--- src/rtl/ccip_if_pkg.sv ---
// Minimal CCI-P channel-1 transmit types used by the RX bookkeeper and its bench.
package ccip_if_pkg;

  typedef logic [41:0]  t_ccip_clAddr;
  typedef logic [15:0]  t_ccip_mdata;
  typedef logic [511:0] t_ccip_clData;

  typedef enum logic [1:0] {
    eVC_VA  = 2'h0,
    eVC_VL0 = 2'h1,
    eVC_VH0 = 2'h2,
    eVC_VH1 = 2'h3
  } t_ccip_vc;

  typedef enum logic [1:0] {
    eCL_LEN_1 = 2'b00,
    eCL_LEN_2 = 2'b01,
    eCL_LEN_4 = 2'b11
  } t_ccip_clLen;

  typedef enum logic [3:0] {
    eREQ_WRLINE_I = 4'h0,
    eREQ_WRLINE_M = 4'h1,
    eREQ_WRPUSH_I = 4'h2,
    eREQ_WRFENCE  = 4'h4,
    eREQ_INTR     = 4'h6
  } t_ccip_c1_req;

  typedef struct packed {
    logic [5:0]   rsvd6;
    t_ccip_vc     vc_sel;
    logic         sop;
    logic         rsvd2;
    t_ccip_clLen  cl_len;
    t_ccip_c1_req req_type;
    logic [5:0]   rsvd1;
    t_ccip_clAddr address;
    t_ccip_mdata  mdata;
  } t_ccip_c1_ReqMemHdr;

  typedef struct packed {
    t_ccip_c1_ReqMemHdr hdr;
    t_ccip_clData       data;
    logic               valid;
  } t_if_ccip_c1_Tx;

endpackage

--- src/rtl/ccip_rx_bookkeeper.sv ---
// Coalesces per-flow RX consumption events and writes each flow's RX head back to the CPU.
// Optional idle-timeout flush is enabled by defining CCIP_BK_TIMEOUT_EN.
module ccip_rx_bookkeeper
  import ccip_if_pkg::*;
#(
  parameter int unsigned NIC_ID             = 0,
  parameter int unsigned LMAX_NUM_OF_FLOWS  = 1,
  parameter int unsigned LMAX_RX_QUEUE_SIZE = 1,
  parameter int unsigned BK_TIMEOUT         = 255
) (
  input  logic                          clk,
  input  logic                          reset_n,
  input  t_ccip_clAddr                  rx_bk_base_addr,
  input  logic [LMAX_NUM_OF_FLOWS-1:0]  number_of_flows,
  input  logic [LMAX_RX_QUEUE_SIZE-1:0] rx_queue_size,
  input  logic [2:0]                    l_bk_batch,
  input  logic                          start,
  input  logic                          ev_valid,
  input  logic [LMAX_NUM_OF_FLOWS-1:0]  ev_flow_id,
  input  logic [LMAX_RX_QUEUE_SIZE-1:0] ev_queue_entry,
  input  logic                          sRx_c1TxAlmFull,
  output t_if_ccip_c1_Tx                sTx_c1,
  output logic                          bk_pending,
  output logic                          error
);

  localparam int unsigned LF       = LMAX_NUM_OF_FLOWS;
  localparam int unsigned QW       = LMAX_RX_QUEUE_SIZE;
  localparam int unsigned NumFlows = 1 << LF;

  localparam logic [1:0] BkIdle  = 2'd0;
  localparam logic [1:0] BkScan  = 2'd1;
  localparam logic [1:0] BkWrite = 2'd2;

  if (BK_TIMEOUT < 1 || BK_TIMEOUT > 65535) begin : g_bad_timeout
    $error("ccip_rx_bookkeeper[%0d]: BK_TIMEOUT %0d out of range", NIC_ID, BK_TIMEOUT);
  end

  logic [QW:0]   pend_q [NumFlows];
  logic [QW:0]   pend_d [NumFlows];
  logic [QW-1:0] head_q [NumFlows];
  logic [QW-1:0] head_d [NumFlows];

  logic [1:0]    state_q, state_d;
  logic [LF-1:0] scan_ptr_q, scan_ptr_d, scan_next;
  logic [31:0]   seq_q;
  logic          bk_pending_q, bk_pending_d;
  logic          error_q, err_hit;
  logic          go_write, advance, flush_all, flush_cond;
  logic [QW:0]   pend_scan, pend_full;
  t_if_ccip_c1_Tx     tx_q;
  t_ccip_c1_ReqMemHdr hdr_d;
  t_ccip_clData       data_d;

  assign pend_full = {1'b0, rx_queue_size} + (QW+1)'(1);

  // Clear of the flow in BkWrite is applied before a same-cycle event so the event survives.
  always_comb begin
    for (int f = 0; f < NumFlows; f++) begin
      pend_d[f] = pend_q[f];
      head_d[f] = head_q[f];
    end
    err_hit = 1'b0;
    if (state_q == BkWrite) pend_d[scan_ptr_q] = '0;
    if (ev_valid) begin
      err_hit = (pend_d[ev_flow_id] == pend_full);
      head_d[ev_flow_id] = (ev_queue_entry == rx_queue_size) ? '0 : ev_queue_entry + QW'(1);
      if (pend_d[ev_flow_id] != {1'b1, {QW{1'b0}}}) pend_d[ev_flow_id] = pend_d[ev_flow_id] + (QW+1)'(1);
    end
    bk_pending_d = 1'b0;
    for (int f = 0; f < NumFlows; f++) bk_pending_d = bk_pending_d | (pend_d[f] != '0);
  end

  assign pend_scan  = pend_q[scan_ptr_q];
  assign flush_cond = (32'(pend_scan) >= (32'd1 << l_bk_batch)) || (flush_all && pend_scan != '0);
  assign scan_next  = (scan_ptr_q == number_of_flows) ? '0 : scan_ptr_q + LF'(1);

  always_comb begin
    state_d    = state_q;
    scan_ptr_d = scan_ptr_q;
    go_write   = 1'b0;
    advance    = 1'b0;
    case (state_q)
      BkIdle: if (start) state_d = BkScan;
      BkScan: begin
        if (!start) begin
          state_d = BkIdle;
        end else if (flush_cond && !sRx_c1TxAlmFull) begin
          state_d  = BkWrite;
          go_write = 1'b1;
        end else begin
          scan_ptr_d = scan_next;
          advance    = 1'b1;
        end
      end
      BkWrite: begin
        scan_ptr_d = scan_next;
        advance    = 1'b1;
        state_d    = BkScan;
      end
      default: state_d = BkIdle;
    endcase
  end

  always_comb begin
    hdr_d          = '0;
    hdr_d.vc_sel   = eVC_VH0;
    hdr_d.sop      = 1'b1;
    hdr_d.cl_len   = eCL_LEN_1;
    hdr_d.req_type = eREQ_WRPUSH_I;
    hdr_d.address  = rx_bk_base_addr + t_ccip_clAddr'(scan_ptr_q);
    data_d         = '0;
    data_d[QW-1:0] = head_q[scan_ptr_q];
    data_d[63:32]  = seq_q;
  end

  always_ff @(posedge clk or negedge reset_n) begin
    if (!reset_n) begin
      for (int f = 0; f < NumFlows; f++) begin
        pend_q[f] <= '0;
        head_q[f] <= '0;
      end
      state_q      <= BkIdle;
      scan_ptr_q   <= '0;
      seq_q        <= '0;
      bk_pending_q <= 1'b0;
      error_q      <= 1'b0;
      tx_q         <= '0;
    end else begin
      for (int f = 0; f < NumFlows; f++) begin
        pend_q[f] <= pend_d[f];
        head_q[f] <= head_d[f];
      end
      state_q      <= state_d;
      scan_ptr_q   <= scan_ptr_d;
      bk_pending_q <= bk_pending_d;
      if (err_hit) error_q <= 1'b1;
      if (state_q == BkWrite) seq_q <= seq_q + 32'd1;
      tx_q.valid <= go_write;
      if (go_write) begin
        tx_q.hdr  <= hdr_d;
        tx_q.data <= data_d;
      end
    end
  end

`ifdef CCIP_BK_TIMEOUT_EN
  logic [15:0] timer_q;
  logic        flush_all_q;
  logic [LF:0] wrap_cnt_q;

  // flush_all stays up until the scan pointer has visited every active flow once.
  always_ff @(posedge clk or negedge reset_n) begin
    if (!reset_n) begin
      timer_q     <= '0;
      flush_all_q <= 1'b0;
      wrap_cnt_q  <= '0;
    end else begin
      if (flush_all_q && advance) begin
        if (wrap_cnt_q == {1'b0, number_of_flows}) begin
          flush_all_q <= 1'b0;
          wrap_cnt_q  <= '0;
        end else begin
          wrap_cnt_q <= wrap_cnt_q + (LF+1)'(1);
        end
      end
      if (state_q == BkWrite || !bk_pending_q) begin
        timer_q <= '0;
      end else if (timer_q == 16'(BK_TIMEOUT - 1)) begin
        timer_q     <= '0;
        flush_all_q <= 1'b1;
        wrap_cnt_q  <= '0;
      end else begin
        timer_q <= timer_q + 16'd1;
      end
    end
  end

  assign flush_all = flush_all_q;
`else
  assign flush_all = 1'b0;
`endif

  assign sTx_c1     = tx_q;
  assign bk_pending = bk_pending_q;
  assign error      = error_q;

endmodule
--- config.mk ---
export PLATFORM = sky130hd
export DESIGN_NAME = ccip_rx_bookkeeper
export DESIGN_NICKNAME = d
export VERILOG_FILES = /design/src/rtl/ccip_if_pkg.sv /design/src/rtl/ccip_rx_bookkeeper.sv
export SDC_FILE = /design/constraint.sdc
export NUM_CORES = 1
export LEC_CHECK = 0
export CAP_MARGIN = 20
export CORE_AREA = 8 8 247 249
export DETAILED_ROUTE_END_ITERATION = 10
export DIE_AREA = 0 0 255 257
export REMOVE_ABC_BUFFERS = 1
export SYNTH_ARGS = -nofsm -noshare
export SYNTH_HDL_FRONTEND = slang
export SYNTH_SLANG_ARGS = --single-unit
--- constraint.sdc ---
create_clock -name clk -period 4.1 [get_ports clk]
set_clock_uncertainty 0.15 [all_clocks]
set_input_delay 1.025 -clock clk [delete_from_list [all_inputs] [get_ports clk]]
set_output_delay 1.025 -clock clk [all_outputs]
set_load 0.01 [all_outputs]
==> qor.yml, run 1 <==
vias: 5740
seqPwrFrac: 0.345
timing.rr.end: "sTx_c1[562]"
rows: 88
cts.repair.resized: 0
rsz0062_at_grt: "no"
yosys.area.top_type: "buf_4"
outcome: "finished, final reports clean"
grt_pass1_wl_mm: 38.4
wl_per_cell_um: 13.8
cp-start-kind: "input port"
slew_headroom: 0.537
leakage_nw: 5.19
cp.arrival_ns: 3.30
antennaDiodeCount: 0
cts_root_buf: "clkbuf_16"
worst_slew_pin_slew_ns: 0.689
hp-class: "flip-flop to flip-flop"
clk_latency_ns: 0.46
die_y_um: 257
yosys_register_bits: 120
synth.avg_cell_area_sq_um: 9.47
cts_num_sinks: 120
finalNetCount: 1256
critPathKind: "input port to flip-flop"
yosysSeqAreaShare: 0.304
cpMaxStageDelayCell: "clkdlybuf4s50_1"
end_kind: "flip-flop"
grt_pass1_vias: 6082
core_area_sq_um: 57000
required_ns: 4.26
dp.final_hpwl_mm: 22.8
ir_worst_vdd_uv: 303
cap_viol_max_count: 0
ys_warn_count: 0
drtAntennaViolNets: 0
dieWidth_um: 255
yosysMostFrequentCell: "buf_4"
cts_buffers: 17
syn2layout_area_growth_pct: 9.38
cts_tree: "done"
io-pin-count: 649
finalSetupTns_ns: 0
async_flop_share: 1.00
synth_top_area_frac: 0.394
place.gp.congestion: 0.734
reg2regPathDepth: 8
crit_path_end: "sTx_c1[562]"
ys_top_cells_by_area: "buf_4 39%, dfrtp_1 30%, mux2_4 4.1%"
internal_power_mw: 2.99
crit_chain: "clkdlybuf4s50_1, nor3_1, ha_1, nand2b_1, a21oi_1, or3_2, clkinv_2, buf_4, nor2_1, a31oi_1"
swShare: 0.362
slew_violations: 0
drc: 0
synth_cells: 1043
drt-initial-drc-count: 139
timing.rr.start: "scan_ptr_q"
rrSetupSlack_ns: 1.18
cp_max_fo: 18
grt_max_degree: 66
grt_antenna_before_repair: 2
die_area_sq_um: 65500
drt_first_pass_iters: 4
setup_violations: 0
cellPowerDensity_nw_per_um2: 434
placed_cells: 1942
min_period_ns: 3.14
grt_use_total: 0.0796
fmax_mhz: 319
startpoint: "l_bk_batch[2]"
ctsHoldBuffers: 0
slowest_delay_ns: 0.43
clockBufferDepth: 2
synth-edff-count: 0
hold_viol: 0
clk_pin_slew_ns: 0.06
synth_ff_type: "dfrtp_1"
wirelength_mm: 27.2
cts_setup_buffers: 0
switching_power_mw: 1.70
start_util: 0.173
global_route.overflow_total: 0
clkPwrFrac: 0.328
syn_area_sq_um: 9880
comb_power_share: 0.327
layout.cells.non_filler: 1974
port_buffers: 134
yosysUniqueCellTypes: 51
routed_via_density: 2.91
fin_crit_sh: 0.765
drive_gt1_frac: 0.112
htreeDepth: 4
synthTopCellsByCount: "518 x buf_4, 120 x dfrtp_1, 56 x nor2_1, 34 x xnor2_1"
sequential cells by signal, indices dropped and copies added (netlist names):
signal      count
scan_ptr_q      1
seq_q          32
state_q         2
bk_pending      1
error           1
pend_q          4
head_q          2
sTx_c1         77
power groups by stage:
stage,Combinational (mW),Sequential (mW),Clock [mW]
floorplan,0.612,1.73,0
global placement,1.53,1.64,0
detailed placement,1.54,1.65,0
CTS,1.54,1.63,1.64
global route,1.68,1.67,1.67
finish,1.53,1.62,1.54
worst max-delay path, delay by kind of cell:
family / cells / cell delay (ns)
and+or+nand+nor: 4 / 0.63
adders and majority gates: 1 / 0.25
AOI/OAI and AO/OA: 2 / 0.26
buffers and inverters: 3 / 1.09
how the worst min path moves through the flow:
stage                     startpoint  cells past startpoint  slack, ns        end
after global routing       seq_q[31]                      1       0.33  seq_q[31]
after global placement     seq_q[31]                      1       0.31  seq_q[31]
final                      seq_q[31]                      1       0.32  seq_q[31]
after floorplan            seq_q[31]                      1       0.29  seq_q[31]
after CTS                  seq_q[31]                      1       0.32  seq_q[31]
after detailed placement   seq_q[31]                      1       0.31  seq_q[31]
per-layer routing:
layer	track usage	share of wire	routed length, um	vias up
met2	0.129	0.49	13300	301
met3	0.0297	0.074	2010	31
met4	0.0327	0.020	542	2
li1	-	-	-	2694
met1	0.0939	0.42	11300	2712
met5	0	0.00052	14	-
per-stage QoR:
step	utilization	total power, mW	area, sq um	worst slack, ns	hold WS, ns
floorplan	-	2.34	7730	-1.04	0.288
global placement	0.179	3.18	10200	0.462	0.306
detailed placement	0.179	3.19	10200	0.466	0.313
CTS	0.189	4.81	10800	0.995	0.322
global route	0.189	5.02	10800	0.824	0.329
finish	0.189	4.69	10800	0.961	0.317
placed cells by master (no fill, tap or decap), types with 3 or more instances in the layout:
cell               n
conb_1           514
clkdlybuf4s50_1  133
dfrtp_1          120
nor2_1            56
xnor2_1           34
nand2_1           32
xor2_1            32
a21oi_2           29
nand3_1           28
mux2_4            27
nand4_1           24
buf_4             19
clkbuf_16         17
and3_1            12
mux2_2            11
a21oi_1            8
and4_1             8
o21ai_0            7
or3_1              7
nor3_1             6
and2_1             6
nor4_1             6
inv_1              6
a31oi_1            6
ha_1               6
inv_6              6
nand2b_1           4
nor2b_1            4
mux2i_1            3
clkinv_4           3
inv_8              3
final cells by class:
class,count,area [sq um]
Clock buffer,17,425
Clock inverter,15,155
Fill cell,6485,46200
Inverter,7,27.5
Multi-Input combinational cell,895,4710
Sequential cell,120,3000
Tap cell,765,957
Timing Repair Buffer,155,1530
cells by family (layout without fill, tap and decap cells):
| group | count (synthesis) | after routing | synth area share |
|---|---|---|---|
| compound gates | 56 | 56 | 0.0422 |
| xor+xnor | 66 | 66 | 0.0585 |
| fa+ha+maj | 6 | 6 | 0.00760 |
| buf+inv | 541 | 194 | 0.415 |
| flops | 120 | 120 | 0.304 |
| mux | 41 | 41 | 0.0566 |
| other cells | 1 | 514 | 0.000380 |
| simple gates | 212 | 212 | 0.116 |
Power figures use the tool's default switching activity.
==> run 2, diff against run 1 <==
Settings changed: CORE_AREA 8 8 247 249 to 8 8 249 251, DIE_AREA 0 0 255 257 to 0 0 257 259.
Clock period 4.1 ns to 3.1 ns, I/O delays scaled along.
==> qor.yml, run 2 (synthesis gave the netlist of run 1 again) <==
setup_ws_ns: 0.315
global_route.overflow_total: 0
internal_power_mw: 4.04
cts_num_sinks: 120
grt_use_total: 0.0772
hp-class: "input port to asynchronous set/reset pin"
startpoint: "l_bk_batch[2]"
crit_chain: "clkdlybuf4s50_1, nor3_1, ha_1, nand2b_1, a21oi_1, or3_2, clkinv_2, buf_12, buf_12, nor2_1, a31oi_1"
grt_pass1_vias: 6258
wirelength_mm: 27.2
rsz0062_at_grt: "no"
die_area_sq_um: 66600
clk_latency_ns: 0.47
swShare: 0.354
hold_viol: 0
cts_setup_buffers: 0
slew_violations: 0
clockBufferDepth: 2
reg2regPathDepth: 8
port_buffers: 134
vias: 5823
grt_antenna_before_repair: 2
path_buf_inv: 4
htreeDepth: 4
critPathKind: "input port to flip-flop"
place.gp.congestion: 0.738
post-place-ws_ns: -0.159
io-pin-count: 649
switching_power_mw: 2.21
ctsHoldBuffers: 0
required_ns: 3.32
cp.arrival_ns: 3.01
cts_root_buf: "clkbuf_16"
seqPwrFrac: 0.341
largest_reg_flops: 77
layout.cells.most_common: "conb_1"
slowest_delay_ns: 0.53
timing.rr.end: "bk_pending"
ir_worst_vdd_uv: 410
cp_max_fo: 22
start_util: 0.170
cp_top_family: "buffers and inverters"
comb_power_share: 0.336
clkPwrFrac: 0.323
core_area_sq_um: 58200
regArea_sq_um: 3000
cp-start-kind: "input port"
cts.repair.resized: 0
cap_viol_max_count: 0
fmax_mhz: 359
grt_max_degree: 42
rows: 89
drtAntennaViolNets: 0
drt-initial-drc-count: 204
outcome: "finished, final reports clean"
cellPowerDensity_nw_per_um2: 564
die_y_um: 259
leakage_nw: 5.34
cpMaxStageDelayCell: "or3_2"
cts_tree: "done"
dieWidth_um: 257
drc: 0
multi_input_area_sq_um: 4710
fin_util: 0.191
filler_cell_count: 6559
final_cell_mix: "514 x conb_1, 133 x clkdlybuf4s50_1, 120 x dfrtp_1, 56 x nor2_1, 43 x buf_4"
path_common_cell: "buf_12"
grt_pass1_wl_mm: 38.3
setup_violations: 0
end_kind: "flip-flop"
hold-worst-slack_ns: 0.0875
drive_gt1_frac: 0.132
cts_buffers: 17
fin_crit_sh: 0.898
drt_first_pass_iters: 4
timing.rr.start: "scan_ptr_q"
routed_via_density: 2.89
syn2layout_area_growth_pct: 12.4
crit_cells: 11
finalNetCount: 1285
clk_pin_slew_ns: 0.06
rrSetupSlack_ns: 0.43
min_period_ns: 2.79
dp.final_hpwl_mm: 23.1
wl_per_cell_um: 13.5
crit_path_end: "sTx_c1[562]"
run 2: per-layer routing:
metal  track usage  up-vias  wire length, um
met5             0        -               13
met4        0.0347        2              494
met3        0.0347       23             2100
met2         0.116      284            12800
met1        0.0936     2767            11800
li1              -     2747                -
run 2: through the flow:
step | setup TNS (ns) | cell area [sq um] | cells | power, mW
CTS | 0 | 11100 | 2011 | 6.42
floorplan | -79.48 | 7730 | 1022 | 3.10
detailed placement | -5.09 | 10500 | 1979 | 4.30
finish | 0 | 11100 | 2012 | 6.26
global route | 0 | 11100 | 2011 | 6.69
global placement | -7.45 | 10500 | 1979 | 4.29
run 2: power by group through the flow:
stage | clock network [mW] | registers (mW) | logic [mW]
floorplan | 0 | 2.29 | 0.809
global placement | 0 | 2.16 | 2.13
detailed placement | 0 | 2.17 | 2.13
CTS | 2.14 | 2.15 | 2.13
global route | 2.18 | 2.19 | 2.32
finish | 2.02 | 2.14 | 2.10
run 2: layout make-up:
type	instances	share of cell area
antenna	1	0.000225
clock buffer	19	0.0408
clock inverter	13	0.0119
inverter	7	0.00248
multi-input combinational	895	0.424
sequential	120	0.271
tap	773	0.0871
timing repair buffer	184	0.163
run 2: worst min path at each step:
stage / cells after the start / end / slack [ns]
3_3_place_gp: 1 / seq_q[31] / 0.31
5_1_grt: 1 / sTx_c1[567] / 0.08
2_1_floorplan: 1 / seq_q[31] / 0.29
6_report: 1 / sTx_c1[567] / 0.09
3_5_place_dp: 1 / error / 0.31
4_1_cts: 1 / sTx_c1[567] / 0.04
